### config.mk
export PLATFORM = sky130hd
export DESIGN_NAME = intersection_ctrl_flat
export DESIGN_NICKNAME = d
export VERILOG_FILES = /design/src/rtl/traffic_pkg.sv /design/src/rtl/intersection_ctrl_if.sv /design/src/rtl/ped_latch.sv /design/src/rtl/intersection_ctrl.sv /design/src/flat_wrapper.sv
export SDC_FILE = /design/constraint.sdc
export NUM_CORES = 1
export LEC_CHECK = 0
export CORE_MARGIN = 2
export CORE_UTILIZATION = 48
export DETAILED_ROUTE_END_ITERATION = 7
export GPL_ROUTABILITY_DRIVEN = 0
export PLACE_DENSITY = 0.76
export SLEW_MARGIN = 20
export SYNTH_ARGS = -nofsm -noshare
export SYNTH_HDL_FRONTEND = slang
export SYNTH_SLANG_ARGS = --single-unit
### constraint.sdc
create_clock -name clk -period 2.2 [get_ports clk]
set_input_delay 0.33 -clock clk [delete_from_list [all_inputs] [get_ports clk]]
set_output_delay 0.33 -clock clk [all_outputs]
set_load 0.03 [all_outputs]
### src/rtl/traffic_pkg.sv
// rtl/traffic_pkg.sv - shared state encodings and default timing for intersection_ctrl
package traffic_pkg;

  // Phase encodings; the numeric value is exported on the phase output.
  typedef enum logic [2:0] {
    NS_GREEN  = 3'd0,
    NS_YELLOW = 3'd1,
    ALLRED_A  = 3'd2,
    EW_GREEN  = 3'd3,
    EW_YELLOW = 3'd4,
    ALLRED_B  = 3'd5,
    PREEMPT   = 3'd6
  } state_t;

  // Width of the seconds timer and countdown output.
  localparam int TW = 6;

  // Default phase durations in seconds.
  localparam int DEF_T_GREEN  = 30;
  localparam int DEF_T_MIN    = 10;
  localparam int DEF_T_YELLOW = 5;
  localparam int DEF_T_ALLRED = 2;
  localparam int DEF_T_WALK   = 8;

  // Direction encoding used by emerg_dir and the preempt direction register.
  localparam logic DIR_NS = 1'b0;
  localparam logic DIR_EW = 1'b1;

endpackage

### src/rtl/intersection_ctrl_if.sv
// rtl/intersection_ctrl_if.sv - request inputs and lamp/status outputs of intersection_ctrl
interface intersection_ctrl_if;
  import traffic_pkg::*;

  logic          tick_1hz;
  logic          ped_ns;
  logic          ped_ew;
  logic          emerg;
  logic          emerg_dir;
  logic          ns_red;
  logic          ns_yellow;
  logic          ns_green;
  logic          ew_red;
  logic          ew_yellow;
  logic          ew_green;
  logic          walk_ns;
  logic          walk_ew;
  logic [TW-1:0] countdown;
  logic [2:0]    phase;

  // Requester side: drives tick, pedestrian and preempt requests.
  modport master (
    output tick_1hz, ped_ns, ped_ew, emerg, emerg_dir,
    input  ns_red, ns_yellow, ns_green, ew_red, ew_yellow, ew_green,
    input  walk_ns, walk_ew, countdown, phase
  );

  // Controller side.
  modport slave (
    input  tick_1hz, ped_ns, ped_ew, emerg, emerg_dir,
    output ns_red, ns_yellow, ns_green, ew_red, ew_yellow, ew_green,
    output walk_ns, walk_ew, countdown, phase
  );

endinterface

### src/rtl/ped_latch.sv
// rtl/ped_latch.sv - two-channel sticky pedestrian request latch, set wins over clear
module ped_latch (
  input  logic       clk,
  input  logic       rst,
  input  logic [1:0] i_set,
  input  logic [1:0] i_clr,
  output logic [1:0] o_pend
);

  logic [1:0] r_pend;

  // Hold each request until cleared; a set in the clearing clk keeps it pending.
  always_ff @(posedge clk or posedge rst) begin
    if (rst) begin
      r_pend <= 2'b00;
    end else begin
      r_pend <= i_set | (r_pend & ~i_clr);
    end
  end

  assign o_pend = r_pend;

endmodule

### src/rtl/intersection_ctrl.sv
// rtl/intersection_ctrl.sv - two-way intersection signal controller with pedestrian and preempt handling
module intersection_ctrl
  import traffic_pkg::*;
#(
  parameter int T_GREEN  = DEF_T_GREEN,
  parameter int T_MIN    = DEF_T_MIN,
  parameter int T_YELLOW = DEF_T_YELLOW,
  parameter int T_ALLRED = DEF_T_ALLRED,
  parameter int T_WALK   = DEF_T_WALK
) (
  input  logic               clk,
  input  logic               rst,
  intersection_ctrl_if.slave ctl
);

  localparam logic [TW-1:0] L_ONE    = TW'(1);
  localparam logic [TW-1:0] L_GREEN  = TW'(T_GREEN);
  localparam logic [TW-1:0] L_YELLOW = TW'(T_YELLOW);
  localparam logic [TW-1:0] L_ALLRED = TW'(T_ALLRED);
  // A tick taken at or below this timer value brings elapsed green time up to T_MIN.
  localparam logic [TW-1:0] L_EARLY  = TW'(T_GREEN - T_MIN + 1);
  // Walk is lit while the timer is above this value, i.e. elapsed < T_WALK.
  localparam logic [TW-1:0] L_WALK   = TW'(T_GREEN - T_WALK);

  state_t        r_state;
  logic [TW-1:0] r_timer;
  logic [1:0]    r_walk_ok;   // [0]=NS, [1]=EW: request was pending when green began
  logic          r_pre_dir;   // direction held green while in PREEMPT

  logic       w_expire;
  logic       w_enter_ns;
  logic       w_enter_ew;
  logic [1:0] w_pend;         // [0]=NS, [1]=EW
  logic       w_ns_green;
  logic       w_ew_green;

  assign w_expire   = ctl.tick_1hz && (r_timer <= L_ONE);
  // Greens are only entered from their all-red phase when no preempt is active.
  assign w_enter_ns = (r_state == ALLRED_B) && w_expire && !ctl.emerg;
  assign w_enter_ew = (r_state == ALLRED_A) && w_expire && !ctl.emerg;

  ped_latch u_ped_latch (
    .clk    (clk),
    .rst    (rst),
    .i_set  ({ctl.ped_ew, ctl.ped_ns}),
    .i_clr  ({w_enter_ew, w_enter_ns}),
    .o_pend (w_pend)
  );

  // Phase sequencing, timer, preempt handling and walk eligibility capture.
  always_ff @(posedge clk or posedge rst) begin
    if (rst) begin
      r_state   <= ALLRED_B;
      r_timer   <= L_ALLRED;
      r_walk_ok <= 2'b00;
      r_pre_dir <= DIR_NS;
    end else begin
      case (r_state)
        NS_GREEN: begin
          if (ctl.emerg && ctl.emerg_dir == DIR_NS) begin
            r_state   <= PREEMPT;
            r_pre_dir <= DIR_NS;
          end else if (ctl.emerg ||
                       w_expire ||
                       (ctl.tick_1hz && w_pend[1] && r_timer <= L_EARLY)) begin
            r_state <= NS_YELLOW;
            r_timer <= L_YELLOW;
          end else if (ctl.tick_1hz) begin
            r_timer <= r_timer - L_ONE;
          end
        end
        EW_GREEN: begin
          if (ctl.emerg && ctl.emerg_dir == DIR_EW) begin
            r_state   <= PREEMPT;
            r_pre_dir <= DIR_EW;
          end else if (ctl.emerg ||
                       w_expire ||
                       (ctl.tick_1hz && w_pend[0] && r_timer <= L_EARLY)) begin
            r_state <= EW_YELLOW;
            r_timer <= L_YELLOW;
          end else if (ctl.tick_1hz) begin
            r_timer <= r_timer - L_ONE;
          end
        end
        NS_YELLOW, EW_YELLOW: begin
          if (w_expire) begin
            r_state <= (r_state == NS_YELLOW) ? ALLRED_A : ALLRED_B;
            r_timer <= L_ALLRED;
          end else if (ctl.tick_1hz) begin
            r_timer <= r_timer - L_ONE;
          end
        end
        ALLRED_A, ALLRED_B: begin
          if (w_expire && ctl.emerg) begin
            r_state   <= PREEMPT;
            r_pre_dir <= ctl.emerg_dir;
          end else if (w_expire && r_state == ALLRED_A) begin
            r_state      <= EW_GREEN;
            r_timer      <= L_GREEN;
            r_walk_ok[1] <= w_pend[1];
          end else if (w_expire) begin
            r_state      <= NS_GREEN;
            r_timer      <= L_GREEN;
            r_walk_ok[0] <= w_pend[0];
          end else if (ctl.tick_1hz) begin
            r_timer <= r_timer - L_ONE;
          end
        end
        PREEMPT: begin
          // Timer is frozen; leave through the held direction's yellow on release or redirect.
          if (!ctl.emerg || ctl.emerg_dir != r_pre_dir) begin
            r_state <= (r_pre_dir == DIR_EW) ? EW_YELLOW : NS_YELLOW;
            r_timer <= L_YELLOW;
          end
        end
        default: begin
          r_state <= ALLRED_B;
          r_timer <= L_ALLRED;
        end
      endcase
    end
  end

  assign w_ns_green = (r_state == NS_GREEN) || (r_state == PREEMPT && r_pre_dir == DIR_NS);
  assign w_ew_green = (r_state == EW_GREEN) || (r_state == PREEMPT && r_pre_dir == DIR_EW);

  // Lamp and status decodes depend only on registered state.
  assign ctl.ns_green  = w_ns_green;
  assign ctl.ns_yellow = (r_state == NS_YELLOW);
  assign ctl.ns_red    = !w_ns_green && (r_state != NS_YELLOW);
  assign ctl.ew_green  = w_ew_green;
  assign ctl.ew_yellow = (r_state == EW_YELLOW);
  assign ctl.ew_red    = !w_ew_green && (r_state != EW_YELLOW);
  assign ctl.walk_ns   = (r_state == NS_GREEN) && r_walk_ok[0] && (r_timer > L_WALK);
  assign ctl.walk_ew   = (r_state == EW_GREEN) && r_walk_ok[1] && (r_timer > L_WALK);
  assign ctl.countdown = (r_state == PREEMPT) ? '0 : r_timer;
  assign ctl.phase     = r_state;

endmodule

### src/flat_wrapper.sv
// flat-port wrapper written by rule: the top's interface ports become plain ports
module intersection_ctrl_flat import traffic_pkg::*;
#(
  parameter int T_GREEN  = DEF_T_GREEN,
  parameter int T_MIN    = DEF_T_MIN,
  parameter int T_YELLOW = DEF_T_YELLOW,
  parameter int T_ALLRED = DEF_T_ALLRED,
  parameter int T_WALK   = DEF_T_WALK
)
  (clk, rst, ctl_tick_1hz, ctl_ped_ns, ctl_ped_ew, ctl_emerg, ctl_emerg_dir, ctl_ns_red, ctl_ns_yellow, ctl_ns_green, ctl_ew_red, ctl_ew_yellow, ctl_ew_green, ctl_walk_ns, ctl_walk_ew, ctl_countdown, ctl_phase);
  intersection_ctrl_if ctl_i ();
  input  logic clk;
  input  logic rst;
  input wire logic [$bits(ctl_i.tick_1hz)-1:0] ctl_tick_1hz;
  input wire logic [$bits(ctl_i.ped_ns)-1:0] ctl_ped_ns;
  input wire logic [$bits(ctl_i.ped_ew)-1:0] ctl_ped_ew;
  input wire logic [$bits(ctl_i.emerg)-1:0] ctl_emerg;
  input wire logic [$bits(ctl_i.emerg_dir)-1:0] ctl_emerg_dir;
  output wire logic [$bits(ctl_i.ns_red)-1:0] ctl_ns_red;
  output wire logic [$bits(ctl_i.ns_yellow)-1:0] ctl_ns_yellow;
  output wire logic [$bits(ctl_i.ns_green)-1:0] ctl_ns_green;
  output wire logic [$bits(ctl_i.ew_red)-1:0] ctl_ew_red;
  output wire logic [$bits(ctl_i.ew_yellow)-1:0] ctl_ew_yellow;
  output wire logic [$bits(ctl_i.ew_green)-1:0] ctl_ew_green;
  output wire logic [$bits(ctl_i.walk_ns)-1:0] ctl_walk_ns;
  output wire logic [$bits(ctl_i.walk_ew)-1:0] ctl_walk_ew;
  output wire logic [$bits(ctl_i.countdown)-1:0] ctl_countdown;
  output wire logic [$bits(ctl_i.phase)-1:0] ctl_phase;
  assign ctl_i.tick_1hz = ctl_tick_1hz;
  assign ctl_i.ped_ns = ctl_ped_ns;
  assign ctl_i.ped_ew = ctl_ped_ew;
  assign ctl_i.emerg = ctl_emerg;
  assign ctl_i.emerg_dir = ctl_emerg_dir;
  assign ctl_ns_red = ctl_i.ns_red;
  assign ctl_ns_yellow = ctl_i.ns_yellow;
  assign ctl_ns_green = ctl_i.ns_green;
  assign ctl_ew_red = ctl_i.ew_red;
  assign ctl_ew_yellow = ctl_i.ew_yellow;
  assign ctl_ew_green = ctl_i.ew_green;
  assign ctl_walk_ns = ctl_i.walk_ns;
  assign ctl_walk_ew = ctl_i.walk_ew;
  assign ctl_countdown = ctl_i.countdown;
  assign ctl_phase = ctl_i.phase;
  intersection_ctrl #(.T_GREEN(T_GREEN), .T_MIN(T_MIN), .T_YELLOW(T_YELLOW), .T_ALLRED(T_ALLRED), .T_WALK(T_WALK)) u_core (.clk(clk), .rst(rst), .ctl(ctl_i));
endmodule
==> Yosys cells after proc, flatten, opt, wreduce, memory -nomap -nowiden <==
Index checks and enable logic that the tools add are counted.
{ "word_totals": {"in_bits": 7, "output_inout_bits": 17, "regBits": 14} }
{ "classes": {"n_lt_le_gt_ge": 3, "bitwise_logic": 7, "n_eq_ne": 20, "reduce_logical": 38, "mux": 28, "n_addsub": 1} }
{ "op_table": {"columns": ["op", "n"], "rows": [
  ["6-bit 2-to-1 mux", 11],
  ["3-bit 2-to-1 mux", 11],
  ["6-bit case mux with 5 select lines", 1],
  ["1-bit logical AND", 20],
  ["3-bit case mux with 5 select lines", 1],
  ["4-bit AND reduction", 3],
  ["2-bit by 1-bit inequality test with 1-bit output, second input constant", 5],
  ["3-bit == test, second input constant", 3],
  ["3-bit by 1-bit inequality test with 1-bit output, second input constant", 3],
  ["3-bit by 2-bit == test with 1-bit output, second input constant", 2],
  ["6-bit by 5-bit greater-than comparator with 1-bit output, second input constant", 1],
  ["6-bit by 1-bit <= comparator with 1-bit output, second input constant", 1],
  ["6-bit by 5-bit <= comparator with 1-bit output, second input constant", 1],
  ["1-bit logical OR", 6],
  ["2-bit inequality test, second input constant", 3],
  ["6-bit by 1-bit subtractor with 6-bit output, second input constant", 1],
  ["5-bit AND reduction", 1],
  ["4-bit by 1-bit inequality test with 1-bit output, second input constant", 1],
  ["1-bit inverter", 4],
  ["2-bit OR reduction", 2],
  ["3-bit by 1-bit == test with 1-bit output, second input constant", 1],
  ["1-bit zero test", 3],
  ["3-bit zero test", 1],
  ["1-bit 2-to-1 mux", 3],
  ["8 further kinds", 8]
]} }

==> Longest topological paths before layout <==
{ "logic_depth": {"depth_word": 7, "ltp_mapped": 9, "mapped_depth_nobuf": 7} }

==> By module <==
From an unflattened synthesis, not the netlist that was laid out.
{ "unflattened": {"cells_unflattened": 174, "area_unflattened_um2": 1292.5} }
{ "by_module_without_submodules": {"columns": ["mod", "cells_each", "instances", "area_each_um2", "seq_area_each_um2"], "rows": [
  ["intersection_ctrl", 167, 1, 1216.2, 304.0],
  ["ped_latch", 7, 1, 76.3, 50.0]
]} }

==> Worst setup path after synthesis <==
Ideal clock, no wire load.
{ "synth_timing": {"kind": "register to output", "start": "register u_core.r_state[2] (netlist: u_core.ctl.phase[2])", "end": "output ctl_ns_red", "slack_ps": -355, "path_stages_with_launch": 6, "arrival_time_ps": 2225, "cell_sequence": "dfstp_2 -> nor2b_1 -> clkbuf_1 -> nand2_1 -> o21ai_0 -> nor2_1"} }
{ "synth_between": {"elab_chain_cells": 5, "word_cells_on_any_way": 7, "cone_classes": "eq/ne: 2; reduce/logical: 5"} }
{ "synth_rtl": {"columns": ["item", "line_no", "source"], "rows": [
  ["start: declaration", "intersection_ctrl.sv:25", "state_t r_state;"],
  ["start signal: assignment", "intersection_ctrl.sv:87", "r_state <= (r_state == NS_YELLOW) ? ALLRED_A : ALLRED_B;"],
  ["start signal: assignment", "intersection_ctrl.sv:112", "r_state <= (r_pre_dir == DIR_EW) ? EW_YELLOW : NS_YELLOW;"],
  ["3-bit == test", "intersection_ctrl.sv:124", "assign w_ns_green = (r_state == NS_GREEN) || (r_state == PREEMPT && r_pre_dir == DIR_NS);"],
  ["1-bit logical AND", "intersection_ctrl.sv:124", null],
  ["1-bit logical OR (*)", "intersection_ctrl.sv:124", null],
  ["named net ctl_ns_green", "flat_wrapper.sv:21", "output wire logic [$bits(ctl_i.ns_green)-1:0] ctl_ns_green;"],
  ["1-bit zero test (*)", "intersection_ctrl.sv:130", "assign ctl.ns_red = !w_ns_green && (r_state != NS_YELLOW);"],
  ["1-bit logical AND (*)", "intersection_ctrl.sv:130", null],
  ["end: declaration", "flat_wrapper.sv:19", "output wire logic [$bits(ctl_i.ns_red)-1:0] ctl_ns_red;"]
]} }
Mark *: on every way through the listed nets, which the timed path passes. The rest lies on a longest branch.

==> Final worst setup path <==
{ "layout_timing": {"start": "register u_core.r_state[0] (netlist: u_core.ctl.phase[0])", "end": "register u_core.r_state[1] (netlist: u_core.ctl.phase[1])"} }
{ "layout_between": {"elab_chain_cells": 5, "word_cells_on_any_way": 21, "cone_classes": "eq/ne: 11; mux: 5; reduce/logical: 5"} }
{ "layout_rtl": {"columns": ["item", "line_no", "source"], "rows": [
  ["3-bit by 2-bit == test with 1-bit output", "intersection_ctrl.sv:58, intersection_ctrl.sv:97", null],
  ["1-bit logical AND", "intersection_ctrl.sv:97", "end else if (w_expire && r_state == ALLRED_A) begin"],
  ["3-bit 2-to-1 mux", "intersection_ctrl.sv:97", null],
  ["3-bit 2-to-1 mux", "intersection_ctrl.sv:94", "if (w_expire && ctl.emerg) begin"],
  ["3-bit case mux with 5 select lines", "intersection_ctrl.sv:58", "case (r_state)"]
]} }
Several ways; a longest one is shown, not always the timed one. The select of a mux whose other input is x is not followed.
A chain may end at the register's enable or synchronous reset.

==> impl_metrics.yaml <==
drt:
  drcViolationCount: 0
  wirelength_microns: 5570
  wl_per_cell_microns: 19.9
  via_per_inst: 6.75
  ant_nets: 0
  vias: 1889
  drt-initial-drc-count: 195
  first_pass_iters: 6
logic_synthesis:
  synth_simple_gate_area_share: 0.324
  yosysSeqAreaShare: 0.251
  synth_area_per_cell_sq_um: 7.62
  synth_fp_nets: 195
  yosys-top-cells-count: "20 x nor2_1, 15 x o21ai_0, 11 x dfrtp_1, 10 x clkbuf_1, 10 x inv_1"
  ys_types: 56
  synth.most_common_cell: "nor2_1"
  yosysWarnings: 0
  synthAdderAreaFrac: 0.0266
  synth-compound-area-share: 0.304
  synth.area.mux_share: 0.0231
  synthCells: 185
  synth-edff-count: 0
  synth_top_area_frac: 0.195
  synth_top_family_by_area: "simple AND/OR/NAND/NOR gates"
  async_reset_ff_frac: 1.00
  ys_top_cells_by_area: "dfrtp_1 20%, dfstp_2 5.6%, nor2_1 5.3%"
  yosys.area_share.xor_xnor: 0.00622
  syn-cell-area_sq_um: 1410
  synth_largest_area_cell: "dfrtp_1"
  synth_flop_cell: "dfrtp_1"
  ys_ff_latch: 14
finish:
  fin_cells: 280
  insertedDiodeCount: 0
  layout-drive-gt1-share: 0.410
  fillers: 180
  area_delta_synth_final_pct: 55.9
  final_nets: 260
timing:
  finalClockSkew_ns: 0.0198
  slew_violations: 0
  rsz0062_at_grt: "true"
  max-slew-margin-rel: 0.614
  hold_slack_ns: 0.383
  setup_viol: 1
  finalCriticalPeriod_ns: 2.23
  hold_viol: 0
  finalCritPeriodShare: 1.01
  fin_ws_ns: -0.0315
  timing.fmax_ghz: 0.448
  worst_pin_slew_ns: 0.578
clock_tree:
  cts_tree: "done"
  clk_path_buf_depth: 2
  hold_buffers: 0
  cts_made_buffers: 3
  htree_levels: 1
  clk_pin_slew_ns: 0.10
  cts-root-buf: "clkbuf_4"
  clk_latency_ns: 0.30
  clock_sinks: 14
run_status:
  violations: "setup timing"
  outcome: "finished with violations"
floorplanning:
  die_area_sq_um: 3380
  die_y_microns: 58.2
  num_rows: 19
  die_x_microns: 58.2
  start_util: 0.507
  boundaryPins: 24
  coreArea_sq_um: 2780
global_routing:
  grt_max_degree: 18
  overflow: 0
  track_usage: 0.318
  grt_pass1_vias: 1798
  antenna_found_initial: 0
  grt_pass1_wl_microns: 8230
setup_path:
  reg2reg_slack_ns: -0.03
  ff2ff_path_depth: 6
  rr_startpoint: "u_core.ctl.phase[0]"
  path_cells: "buf_4 > or4bb_1 > a211oi_1 > o21ai_0 > o211ai_1 > or2_1"
  worst_setup_path_end_kind: "flop"
  crit_arrival_ns: 2.45
  startpoint_type: "flop"
  slowest_delay_ns: 0.53
  cp_max_fo: 15
  crit_type: "reg2reg"
  worstPathRequired_ns: 2.42
  cp_slowest_cell: "or4bb_1"
  rr_endpoint: "u_core.ctl.phase[1]"
power_and_ir_drop:
  power_mw: 3.48
  leakage_nw: 0.941
  ir_drop_v: 0.00114
  p_per_area_nw_per_um2: 1580
run:
  cap_violations: 0
placement:
  detailedPlace.worstSlack_ns: -0.452
  hpwl_microns: 3660
  numPortBuffers: 23
  dp.cells: 271
min_path:
  min_path_type: "in2async"
[routing by layer]
layer | global-route usage | part of all wire
met2 | 0.531 | 0.48
met5 | 0 | 0
met1 | 0.403 | 0.37
met4 | 0.150 | 0.043
met3 | 0.0491 | 0.11
[kinds of logic (layout without fill, tap and decap cells)]
group / count (synthesis) / count (layout)
AND/OR/NAND/NOR: 77 / 77
AO/OA/AOI/OAI: 63 / 63
buffers and inverters: 24 / 88
flip-flops: 14 / 14
adder cells (fa/ha/maj): 3 / 3
multiplexers: 3 / 3
XOR/XNOR: 1 / 1
[cell type report]
| type | instances | area [sq um] | share of cell area |
|---|---|---|---|
| Inverter | 10 | 37.5 | 0.0171 |
| Clock buffer | 4 | 26.3 | 0.0120 |
| Sequential cell | 14 | 354 | 0.161 |
| Tap cell | 31 | 38.8 | 0.0177 |
| Timing Repair Buffer | 74 | 586 | 0.267 |
| Multi-Input combinational cell | 147 | 1150 | 0.525 |
[cell usage in the layout (no fill, tap or decap), types with 3 or more instances in the layout]
cell and n:
buf_4 54, nor2_1 17, o21ai_0 11, dfrtp_1 11, a21oi_1 9, inv_1 8, nand2_1 8, clkdlybuf4s50_1 8
dlygate4sd2_1 6, nand3b_1 4, and2_1 4, a211oi_1 4, or3_1 3, nand4_1 3, nor3_1 3, o21ai_1 3
o211ai_1 3, a31oi_1 3, clkbuf_4 3, clkbuf_2 3, dfstp_2 3
[worst max-delay path: cells and delay by family, from the launching register on]
| family | cells | cell delay, ns |
|---|---|---|
| AO/OA/AOI/OAI | 3 | 0.88 |
| AND/OR/NAND/NOR | 2 | 0.67 |
| flip-flops | 1 | 0.46 |
| buffers and inverters | 1 | 0.17 |
[registers in the layout, summed over array words and instances (netlist names)]
signal and count:
u_core.u_ped_latch.o_pend 2, u_core.r_walk_ok 2, u_core.r_pre_dir 1, u_core.ctl.phase 3, u_core.r_timer 6
[power by group]
part | switching, mW | leakage, nW | total [mW] | internal, mW
combinational | 1.55 | 0.762 | 2.78 | 1.23
sequential | 0.142 | 0.164 | 0.532 | 0.390
clock | 0.0919 | 0.0150 | 0.162 | 0.0705
total | 1.79 | 0.941 | 3.48 | 1.69
[worst max-delay path by stage]
stage,end,cells past startpoint,start,slack (ns)
global route,u_core.ctl.phase[1],6,u_core.ctl.phase[0],-0.08
CTS,u_core.ctl.phase[1],8,u_core.r_timer[1],0.001
finish,u_core.ctl.phase[1],6,u_core.ctl.phase[0],-0.03
floorplan,u_core.ctl.phase[1],6,u_core.ctl.phase[2],0.006
detailed placement,u_core.r_timer[4],7,ctl_tick_1hz,-0.45
global placement,u_core.r_timer[3],7,ctl_tick_1hz,-0.35
[per-stage QoR]
step	util	area, sq um	TNS (ns)
finish	0.789	2200	-0.0315
global placement	0.709	1970	-2.87
floorplan	-	1440	0
detailed placement	0.709	1970	-3.67
CTS	0.742	2060	0
global route	0.789	2200	-0.269
[timing repair]
action	in CTS	in global routing
gates resized for setup	24	31
pin swaps	5	7
setup endpoints to repair	20	23
setup buffers	0	5
(Power assumes the default switching activity.)
